===== src/rtl/rx_word_packer_if.sv =====
// Byte-in / word-out bus between the UART receiver, the packer and the core loader.
// The master side is the packer: it drives the word and its valid.
interface rx_word_packer_if;
    logic [7:0]  in_data;
    logic        in_valid;
    logic [31:0] word;
    logic        word_valid;
    logic        word_ready;

    modport master (
        input  in_data,
        input  in_valid,
        input  word_ready,
        output word,
        output word_valid
    );

    modport slave (
        output in_data,
        output in_valid,
        output word_ready,
        input  word,
        input  word_valid
    );
endinterface


===== src/rtl/rx_word_packer.sv =====
// Buffers receiver bytes in a FIFO and packs them into big-endian 32-bit words.
// The receiver cannot be stalled, so bytes arriving at a full FIFO are dropped and flagged.
module rx_word_packer #(
    parameter int unsigned DEPTH      = 16,
    parameter int unsigned ADDR_WIDTH = 4
) (
    input  logic                  clk,
    input  logic                  rst,
    input  logic                  clear,
    rx_word_packer_if.master      bus,
    output logic                  overflow,
    output logic [ADDR_WIDTH:0]   level
);

    localparam int unsigned LVL_W = ADDR_WIDTH + 1;

    typedef enum logic {
        COLLECT = 1'b0,
        HOLD    = 1'b1
    } state_e;

    state_e                  state_q, state_d;
    logic [ADDR_WIDTH-1:0]   rd_ptr_q, rd_ptr_d;
    logic [ADDR_WIDTH-1:0]   wr_ptr_q, wr_ptr_d;
    logic [LVL_W-1:0]        level_q, level_d;
    logic [1:0]              idx_q, idx_d;
    logic [31:0]             word_q, word_d;
    logic                    word_valid_q, word_valid_d;
    logic                    overflow_q, overflow_d;

    logic [7:0]              mem_q [DEPTH];
    logic [7:0]              head_byte;
    logic                    full_c;
    logic                    push_c;
    logic                    pop_c;

    // Next-state: FSM pops into the word, FIFO bookkeeping, then clear overrides.
    always_comb begin
        state_d      = state_q;
        rd_ptr_d     = rd_ptr_q;
        wr_ptr_d     = wr_ptr_q;
        level_d      = level_q;
        idx_d        = idx_q;
        word_d       = word_q;
        word_valid_d = word_valid_q;
        overflow_d   = overflow_q;
        pop_c        = 1'b0;
        push_c       = 1'b0;
        full_c       = (level_q == LVL_W'(DEPTH));
        head_byte    = mem_q[rd_ptr_q];

        case (state_q)
            COLLECT: begin
                pop_c = (level_q != '0) && !clear;
                if (pop_c) begin
                    case (idx_q)
                        2'd0:    word_d[31:24] = head_byte;
                        2'd1:    word_d[23:16] = head_byte;
                        2'd2:    word_d[15:8]  = head_byte;
                        default: word_d[7:0]   = head_byte;
                    endcase
                    idx_d = idx_q + 2'd1;
                    if (idx_q == 2'd3) begin
                        state_d      = HOLD;
                        word_valid_d = 1'b1;
                    end
                end
            end
            HOLD: begin
                // Acceptance cycle never pops; collection resumes on the next cycle.
                if (bus.word_ready) begin
                    word_valid_d = 1'b0;
                    state_d      = COLLECT;
                end
            end
            default: state_d = COLLECT;
        endcase

        push_c = bus.in_valid && !clear && (!full_c || pop_c);
        if (bus.in_valid && !clear && full_c && !pop_c) begin
            overflow_d = 1'b1;
        end

        if (push_c) begin
            wr_ptr_d = wr_ptr_q + ADDR_WIDTH'(1);
        end
        if (pop_c) begin
            rd_ptr_d = rd_ptr_q + ADDR_WIDTH'(1);
        end
        level_d = level_q + LVL_W'(push_c) - LVL_W'(pop_c);

        // Flush drops everything except the last word value, which is don't-care while invalid.
        if (clear) begin
            state_d      = COLLECT;
            rd_ptr_d     = '0;
            wr_ptr_d     = '0;
            level_d      = '0;
            idx_d        = 2'd0;
            word_valid_d = 1'b0;
            overflow_d   = 1'b0;
        end
    end

    always_ff @(posedge clk or posedge rst) begin
        if (rst) begin
            state_q      <= COLLECT;
            rd_ptr_q     <= '0;
            wr_ptr_q     <= '0;
            level_q      <= '0;
            idx_q        <= 2'd0;
            word_q       <= '0;
            word_valid_q <= 1'b0;
            overflow_q   <= 1'b0;
        end else begin
            state_q      <= state_d;
            rd_ptr_q     <= rd_ptr_d;
            wr_ptr_q     <= wr_ptr_d;
            level_q      <= level_d;
            idx_q        <= idx_d;
            word_q       <= word_d;
            word_valid_q <= word_valid_d;
            overflow_q   <= overflow_d;
        end
    end

    // Storage needs no reset: occupancy is tracked by the pointers and level.
    always_ff @(posedge clk) begin
        if (push_c) begin
            mem_q[wr_ptr_q] <= bus.in_data;
        end
    end

    assign bus.word       = word_q;
    assign bus.word_valid = word_valid_q;
    assign overflow       = overflow_q;
    assign level          = level_q;

endmodule


===== src/flat_wrapper.sv =====
// flat-port wrapper written by rule: the top's interface ports become plain ports
module rx_word_packer_flat 
#(
    parameter int unsigned DEPTH      = 16,
    parameter int unsigned ADDR_WIDTH = 4
)
  (clk, rst, clear, overflow, level, bus_in_data, bus_in_valid, bus_word_ready, bus_word, bus_word_valid);
  rx_word_packer_if bus_i ();
  input  logic clk;
  input  logic rst;
  input  logic clear;
  output logic overflow;
  output logic [ADDR_WIDTH:0] level;
  input wire logic [$bits(bus_i.in_data)-1:0] bus_in_data;
  input wire logic [$bits(bus_i.in_valid)-1:0] bus_in_valid;
  input wire logic [$bits(bus_i.word_ready)-1:0] bus_word_ready;
  output wire logic [$bits(bus_i.word)-1:0] bus_word;
  output wire logic [$bits(bus_i.word_valid)-1:0] bus_word_valid;
  assign bus_i.in_data = bus_in_data;
  assign bus_i.in_valid = bus_in_valid;
  assign bus_i.word_ready = bus_word_ready;
  assign bus_word = bus_i.word;
  assign bus_word_valid = bus_i.word_valid;
  rx_word_packer #(.DEPTH(DEPTH), .ADDR_WIDTH(ADDR_WIDTH)) u_core (.clk(clk), .rst(rst), .clear(clear), .bus(bus_i), .overflow(overflow), .level(level));
endmodule

===== config.mk =====
export PLATFORM = sky130hd
export DESIGN_NAME = rx_word_packer_flat
export DESIGN_NICKNAME = d
export VERILOG_FILES = /design/src/rtl/rx_word_packer_if.sv /design/src/rtl/rx_word_packer.sv /design/src/flat_wrapper.sv
export SDC_FILE = /design/constraint.sdc
export NUM_CORES = 1
export LEC_CHECK = 0
export ABC_AREA = 1
export BUFFER_PORTS_ARGS = -buffer_cell sky130_fd_sc_hd__buf_2
export CORE_MARGIN = 4
export CORE_UTILIZATION = 30
export CTS_CLUSTER_DIAMETER = 60
export CTS_CLUSTER_SIZE = 24
export DETAILED_ROUTE_END_ITERATION = 10
export HOLD_SLACK_MARGIN = 0.03
export PLACE_DENSITY = 0.46
export SKIP_LAST_GASP = 1
export SLEW_MARGIN = 10
export SYNTH_ARGS = -nofsm -noshare
export SYNTH_HDL_FRONTEND = slang
export SYNTH_SLANG_ARGS = --single-unit

===== constraint.sdc =====
create_clock -name clk -period 3 [get_ports clk]
set_input_delay 0.15 -clock clk [delete_from_list [all_inputs] [get_ports clk]]
set_output_delay 0.15 -clock clk [all_outputs]
set_load 0.02 [all_outputs]

==> results of run 1 <==
[worst max-delay path, cell delays in order, from the launching register on]
cell and delay [ps]:
sky130_fd_sc_hd__dfrtp_1 370, sky130_fd_sc_hd__inv_1 70, sky130_fd_sc_hd__ha_1 190, sky130_fd_sc_hd__nand2_1 70, sky130_fd_sc_hd__nor2_2 40, sky130_fd_sc_hd__nand2_2 70
sky130_fd_sc_hd__nand2_2 100, sky130_fd_sc_hd__nor2_8 180, sky130_fd_sc_hd__inv_2 80, sky130_fd_sc_hd__nor2_2 130, sky130_fd_sc_hd__inv_1 70, sky130_fd_sc_hd__nand2_1 60
sky130_fd_sc_hd__ha_1 170, sky130_fd_sc_hd__inv_1 60, sky130_fd_sc_hd__fa_1 350, sky130_fd_sc_hd__inv_1 90, sky130_fd_sc_hd__a21oi_1 60, sky130_fd_sc_hd__o21bai_1 140
sky130_fd_sc_hd__o21ai_0 90, sky130_fd_sc_hd__a21oi_1 120
[metrics by stage]
step / setup WS (ps) / util (%) / instance area [um2] / power, W / hold slack [ps]
2_1_floorplan: 425 / - / 7890 / 0.00503 / 249
3_3_place_gp: 345 / 32.6 / 8480 / 0.00595 / 354
3_5_place_dp: 347 / 32.6 / 8480 / 0.00595 / 352
4_1_cts: 325 / 35.0 / 9090 / 0.00819 / 46.9
5_1_grt: 82.5 / 35.0 / 9090 / 0.00860 / 60.7
6_report: 406 / 35.0 / 9090 / 0.00807 / 61.2
[cells in the final DEF, fill, tap and decap left out]
cell                            Yosys  final
sky130_fd_sc_hd__buf_4              5     13
sky130_fd_sc_hd__inv_1            121    120
sky130_fd_sc_hd__ha_1              15     15
sky130_fd_sc_hd__nand2_2            6      6
sky130_fd_sc_hd__clkinv_8           0      2
sky130_fd_sc_hd__dfrtp_1           50     49
sky130_fd_sc_hd__nor3b_2            1      1
sky130_fd_sc_hd__a31oi_1            2      2
sky130_fd_sc_hd__a21oi_1            5      5
sky130_fd_sc_hd__o211ai_1           1      1
sky130_fd_sc_hd__xnor2_1            1      1
sky130_fd_sc_hd__clkinv_1           1      1
sky130_fd_sc_hd__nor3_1             1      1
sky130_fd_sc_hd__nor2_2             1      2
sky130_fd_sc_hd__dfrtp_2            0      1
sky130_fd_sc_hd__clkinv_2           4      6
sky130_fd_sc_hd__dlygate4sd3_1      0      2
sky130_fd_sc_hd__nand2_1          294    294
sky130_fd_sc_hd__o21a_1             1      1
sky130_fd_sc_hd__clkinv_4           0      2
sky130_fd_sc_hd__nor2_1            24     23
sky130_fd_sc_hd__nand3_1          100    100
sky130_fd_sc_hd__nor2_8             1      1
sky130_fd_sc_hd__xor2_1             1      1
sky130_fd_sc_hd__inv_2              3      4
sky130_fd_sc_hd__o21ai_0           10     10
sky130_fd_sc_hd__inv_4              1      2
sky130_fd_sc_hd__buf_2             14     51
sky130_fd_sc_hd__clkbuf_16          0     18
sky130_fd_sc_hd__fa_1               1      1
sky130_fd_sc_hd__edfxtp_1         128    128
sky130_fd_sc_hd__inv_6              0      3
sky130_fd_sc_hd__o21bai_1           1      1
sky130_fd_sc_hd__inv_8              0      4
sky130_fd_sc_hd__o22ai_1            1      1
[synth_stat cells, drive strengths merged (2+ instances only)]
| cell type | n | share of area (%) |
|---|---|---|
| dfrtp | 50 | 16 |
| nor2 | 26 | 1.5 |
| a21oi | 5 | 0.32 |
| buf | 26 | 2.3 |
| clkinv | 5 | 0.30 |
| o21ai | 10 | 0.63 |
| nand3 | 100 | 6.3 |
| nand2 | 300 | 14 |
| ha | 15 | 2.4 |
| inv | 125 | 6.0 |
| a31oi | 2 | 0.16 |
| edfxtp | 128 | 49 |
[where the power goes]
group | switching (W) | internal [W] | total, W | leakage, nW
registers | 0.000181 | 0.00294 | 0.00312 | 1.80
logic | 0.00197 | 0.000764 | 0.00273 | 2.09
clock network | 0.00107 | 0.00116 | 0.00222 | 0.294
total | 0.00322 | 0.00486 | 0.00807 | 4.18
[sequential cells by signal (all words and copies together) (netlist names)]
name                   count
u_core.mem_q             128
u_core.overflow            1
u_core.idx_q               2
u_core.level               5
u_core.rd_ptr_q            4
u_core.bus.word           32
u_core.wr_ptr_q            4
u_core.state_q             1
u_core.bus.word_valid      1
[per-layer routing]
layer | track usage [%] | vias to the layer above | share of wire [%]
met5 | 0 | - | 0
met3 | 2.90 | 13 | 4.0
met2 | 22.3 | 106 | 47
met1 | 19.2 | 2536 | 47
met4 | 3.82 | 0 | 1.4
li1 | - | 2660 | -
[area by class of cell]
type	instances	area [um2]	area share [%]
tap	335	419	4.61
multi-input combinational	467	2120	23.3
clock inverter	14	138	1.51
clock buffer	18	450	4.95
timing repair buffer	66	373	4.10
sequential	178	5100	56.1
inverter	130	495	5.45
[cell families after synthesis]
kind of cell    after synthesis  synth area share, %
fa+ha+maj                    16                 2.63
compound gates               21                 1.48
xor+xnor                      2                0.222
buf+inv                     156                 8.55
flops                       178                 64.6
simple gates                428                 22.5
[worst paths after layout]
| check | start | slack, ps | end | cells after the start |
|---|---|---|---|---|
| worst max register to register | u_core.level[2]$_DFF_PP0_ | 410 | u_core.level[4]$_DFF_PP0_ | 19 |
| worst min-delay path | clear | 60 | u_core.level[1]$_DFF_PP0_ | 2 |
| min in group asynchronous | rst | 410 | u_core.bus.word[18]$_DFFE_PP0P_ | 3 |
| worst min register to register | u_core.bus.word[18]$_DFFE_PP0P_ | 480 | u_core.bus.word[18]$_DFFE_PP0P_ | 2 |
| worst max-delay path | u_core.level[2]$_DFF_PP0_ | 410 | u_core.level[4]$_DFF_PP0_ | 19 |
| max in group asynchronous | rst | 1860 | u_core.bus.word[29]$_DFFE_PP0P_ | 4 |
[timing repair]
item / 4_1_cts / 5_1_grt
hold endpoints to repair: 35 / 0
resized for setup: 0 / 1
setup endpoints to repair: 0 / 1
hold buffers: 2 / 0
==> impl_metrics.yaml, run 1 <==
status:
  run_status: "complete, no violations"
synthesis:
  synth.yosys.warnings: 0
  post_synth_edffs: 128
  postSynthNetCount: 830
  mappedNetlistArea_um2: 7890
  synth.ff_latch_count: 178
  yosysSeqAreaShare_pct: 64.6
  syn_inst: 801
  asyncSetResetFlopFracSynth_pct: 28.1
  syn_area_per_cell_um2: 9.85
  postSynth.topFlopCell: "sky130_fd_sc_hd__edfxtp_1"
  synth.lib_cells_used.distinct: 30
timing:
  slew_violations: 0
  final.period_utilization_pct: 86.5
  timing_hold_violations_final: 0
  worst_slew_margin_rel_pct: 45.8
  setup_viol_count_final: 0
  worstMarginPinSlew_ps: 813
  layout_min_cycle_time_ps: 2590
  max_freq_mhz: 386
  unrepaired_setup_endpoints_after_global_routing: "no"
  finalSetupTns_ps: 0
  finClkSkew_ps: 15.6
layout:
  drive_above_1_share_pct: 13.3
  inserted_diodes: 0
  syn2layout_area_growth_pct: 15.3
  instances_no_fill: 1208
  final_nets: 889
  filler_cell_count: 2703
floorplan:
  placeable_core_region_um2: 26000
  die_x_extent_um: 170
  floorplan.rows: 59
  die_h_um: 170
  effective_utilization_at_floorplan_pct: 30.3
  io_pins: 52
  die_area_um2: 28900
worst_hold_path:
  timing.hold.worst.class: "in2reg"
clocking:
  cts_tree: "done"
  clkLatencyLatePin_ps: 430
  tritoncts_sinks: 178
  post-cts-setup-buffer-count: 0
  cts.htree.levels: 4
  cts.clk_slew.worst_paths_ps: 80
  clk_path_buf_depth: 2
  clockRootBuffer: "sky130_fd_sc_hd__clkbuf_16"
  cts-buffers-inserted: 17
critical_path:
  crit_path_max_fanout: 8
  crit_arrival_ps: 2950
  cp.required_ps: 3360
  setup.worst_path.end_class: "flop"
  classification_of_the_worst_setup_path: "reg2reg"
  timing.critical_path.from_type: "flop"
drt:
  dr.first_iter.drc_count: 446
  finalWirelength_mm: 19.3
  vias_post_dr: 5315
  detailedRoute.firstPassIterationCount: 5
  detail_route.vias_per_cell: 4.40
  post_route_drc_violation_count: 0
  route.detailed.wl_per_inst_um: 16.0
  route.antenna.remaining_nets: 0
power:
  power_per_cell_area_nw_per_um2: 888
  cellLeakagePower_nw: 4.18
  vdd_drop_max_uv: 405
place:
  dpl.cell_count: 1174
  numPortBuffers: 51
  detailed_place_hpwl_mm: 12.0
  place.gp.congestion: 0.816
global_routing:
  grt_overflow_total: 0
  groute.usage.overall_pct: 13.9
  wire_length_of_the_first_global_routing_pass_mm: 30.5
  first_global_vias: 5246
  grt_antenna_before_repair: 0
  grt_max_degree: 69
job:
  cap_viol_max_count: 0
(Power assumes the default switching activity.)
==> run 2: changes to the inputs <==
- CORE_UTILIZATION: 30 -> 45
- PLACE_DENSITY: 0.46 -> 0.66
- clock period: 3 -> 2.11 ns (I/O delays scaled with it)
==> impl_metrics.yaml, run 2 (synthesis gave the netlist of run 1 again) <==
floorplan:
  placeable_core_region_um2: 17200
  die_x_extent_um: 140
  effective_utilization_at_floorplan_pct: 45.8
  die_h_um: 140
  die_area_um2: 19700
  io_pins: 52
  floorplan.rows: 48
timing:
  setup_viol_count_final: 2
  max_freq_mhz: 431
  layout_min_cycle_time_ps: 2320
  unrepaired_setup_endpoints_after_global_routing: "yes"
  worst_slew_margin_rel_pct: 69.1
  final.setup.worst_slack_ps: -211
  slew_violations: 0
  worstMarginPinSlew_ps: 463
  final.period_utilization_pct: 110
  timing_hold_violations_final: 0
  finClkSkew_ps: 12.2
global_routing:
  groute.usage.overall_pct: 18.7
  wire_length_of_the_first_global_routing_pass_mm: 28.7
  grt_antenna_before_repair: 0
  grt_overflow_total: 0
  first_global_vias: 5384
  grt_max_degree: 43
drt:
  route.detailed.wl_per_inst_um: 15.6
  post_route_drc_violation_count: 0
  finalWirelength_mm: 17.7
  route.antenna.remaining_nets: 0
  detailedRoute.firstPassIterationCount: 5
  detail_route.vias_per_cell: 4.87
  vias_post_dr: 5547
  dr.first_iter.drc_count: 434
layout:
  layout.cell_area.non_filler_um2: 9390
  final_core_util_pct: 54.5
  drive_above_1_share_pct: 18.9
  largest_register_ffs: 128
  filler_cell_count: 1501
  max_flop_register: "u_core.mem_q"
  syn2layout_area_growth_pct: 19.1
  layout.cells.most_common: "sky130_fd_sc_hd__nand2_1"
  register_area_um2: 5100
  multi_input_comb_area_um2: 2210
  most-common-layout-cells: "292 x sky130_fd_sc_hd__nand2_1, 128 x sky130_fd_sc_hd__edfxtp_1, 114 x sky130_fd_sc_hd__inv_1"
  inserted_diodes: 0
  final_nets: 930
clocking:
  cts_tree: "done"
  cts.htree.levels: 4
  cts-buffers-inserted: 17
  tritoncts_sinks: 178
  cts.clk_slew.worst_paths_ps: 70
  clockRootBuffer: "sky130_fd_sc_hd__clkbuf_16"
  clk_path_buf_depth: 2
  clkLatencyLatePin_ps: 430
critical_path:
  crit_family: "adder cells"
  path_cells: "inv_2 > ha_4 > nand2_4 > nor2_4 > nand2_2 > nand2_4 > nor2_8 > inv_4 > nand2_1 > nand2_2 > ha_4 > inv_2 > fa_2 > inv_2 > a21oi_2 > o21bai_1 > o21ai_1 > a21oi_1"
  cpPeakStageDelay_ps: 410
  crit_path_max_fanout: 3
  rrSetupSlack_ps: -210
  crit_arrival_ps: 2670
  critPathBufInv: 4
  worstSetupPathDepth: 18
  critical-path-top-cell-by-count: "sky130_fd_sc_hd__inv_2"
  critical_path.endpoint: "u_core.level[4]$_DFF_PP0_"
  regToRegEndpoint: "u_core.level[4]$_DFF_PP0_"
  cp.required_ps: 2460
  timing.critical_path.from_type: "flop"
  classification_of_the_worst_setup_path: "reg2reg"
  ff2ff_path_depth: 18
  regToRegStartpoint: "u_core.level[3]$_DFF_PP0_"
  timing.critical_path.from: "u_core.level[3]$_DFF_PP0_"
  setup.worst_path.end_class: "flop"
  worst_path_max_delay_cell: "sky130_fd_sc_hd__dfrtp_2"
power:
  power_per_cell_area_nw_per_um2: 1270
  cellLeakagePower_nw: 4.37
  vdd_drop_max_uv: 674
place:
  numPortBuffers: 51
  placement.cell_area_um2: 8630
  detailed_place_hpwl_mm: 11.6
  place.gp.congestion: 0.809
status:
  run_status: "finished, violations left"
  violations_in_the_final_reports: "negative setup slack"
worst_hold_path:
  timing.hold.worst.class: "in2reg"
  worst_hold_path.num_cells: 1
job:
  cap_viol_max_count: 0
-- run 2: final cells by class --
type | count | area share, %
clock inverter | 14 | 1.65
sequential | 178 | 54.3
clock buffer | 18 | 4.57
multi-input combinational | 467 | 23.5
timing repair buffer | 107 | 7.66
inverter | 130 | 5.30
tap | 225 | 3.00
-- run 2: where the power goes --
| group | switching, W | leakage (nW) | internal (W) |
|---|---|---|---|
| registers | 0.000255 | 1.79 | 0.00418 |
| logic | 0.00289 | 2.30 | 0.00150 |
| clock network | 0.00134 | 0.277 | 0.00176 |
-- run 2: routing by layer --
layer  vias up  track usage, %  share of wire [%]
li1       2745               -                  -
met5         -               0                  0
met1      2602            25.9                 44
met4         0            4.49                1.2
met2       185            30.6                 48
met3        15            3.96                6.2
-- run 2: what timing repair did --
item                       4_1_cts  5_1_grt
resized for setup                9       10
hold endpoints to repair        54        0
pin swaps                       10        4
hold buffers                     6        0
setup endpoints to repair       51       53
setup buffers                    3        2
-- run 2: worst reg2reg max path, stage by stage, from the launching register on --
cell and delay (ps):
sky130_fd_sc_hd__dfrtp_2 410, sky130_fd_sc_hd__inv_2 80, sky130_fd_sc_hd__ha_4 140, sky130_fd_sc_hd__nand2_4 50, sky130_fd_sc_hd__nor2_4 110, sky130_fd_sc_hd__nand2_2 80
sky130_fd_sc_hd__nand2_4 100, sky130_fd_sc_hd__nor2_8 40, sky130_fd_sc_hd__inv_4 70, sky130_fd_sc_hd__nand2_1 60, sky130_fd_sc_hd__nand2_2 80, sky130_fd_sc_hd__ha_4 140
sky130_fd_sc_hd__inv_2 40, sky130_fd_sc_hd__fa_2 330, sky130_fd_sc_hd__inv_2 70, sky130_fd_sc_hd__a21oi_2 50, sky130_fd_sc_hd__o21bai_1 200, sky130_fd_sc_hd__o21ai_1 80
sky130_fd_sc_hd__a21oi_1 140
-- run 2: how the worst min path moves through the flow --
stage | slack, ps | start | to
2_1_floorplan | 200 | bus_in_data[0] | u_core.mem_q[0][0]$_DFFE_PP_
3_3_place_gp | 50 | rst | u_core.bus.word[21]$_DFFE_PP0P_
3_5_place_dp | 50 | rst | u_core.bus.word[21]$_DFFE_PP0P_
4_1_cts | 80 | bus_in_data[2] | u_core.mem_q[1][2]$_DFFE_PP_
5_1_grt | 80 | bus_in_data[2] | u_core.mem_q[1][2]$_DFFE_PP_
6_report | 90 | bus_in_data[2] | u_core.mem_q[1][2]$_DFFE_PP_
-- run 2: per-stage QoR --
step	hold WS [ps]	setup TNS (ps)	setup slack, ps	cells	power [W]
2_1_floorplan	204	-551	-328	801	0.00721
3_3_place_gp	45.3	-743	-211	1096	0.00857
3_5_place_dp	50.6	-1930	-271	1096	0.00867
4_1_cts	79.5	-231	-174	1137	0.0119
5_1_grt	83.1	-539	-352	1139	0.0127
6_report	89.6	-248	-211	1139	0.0119
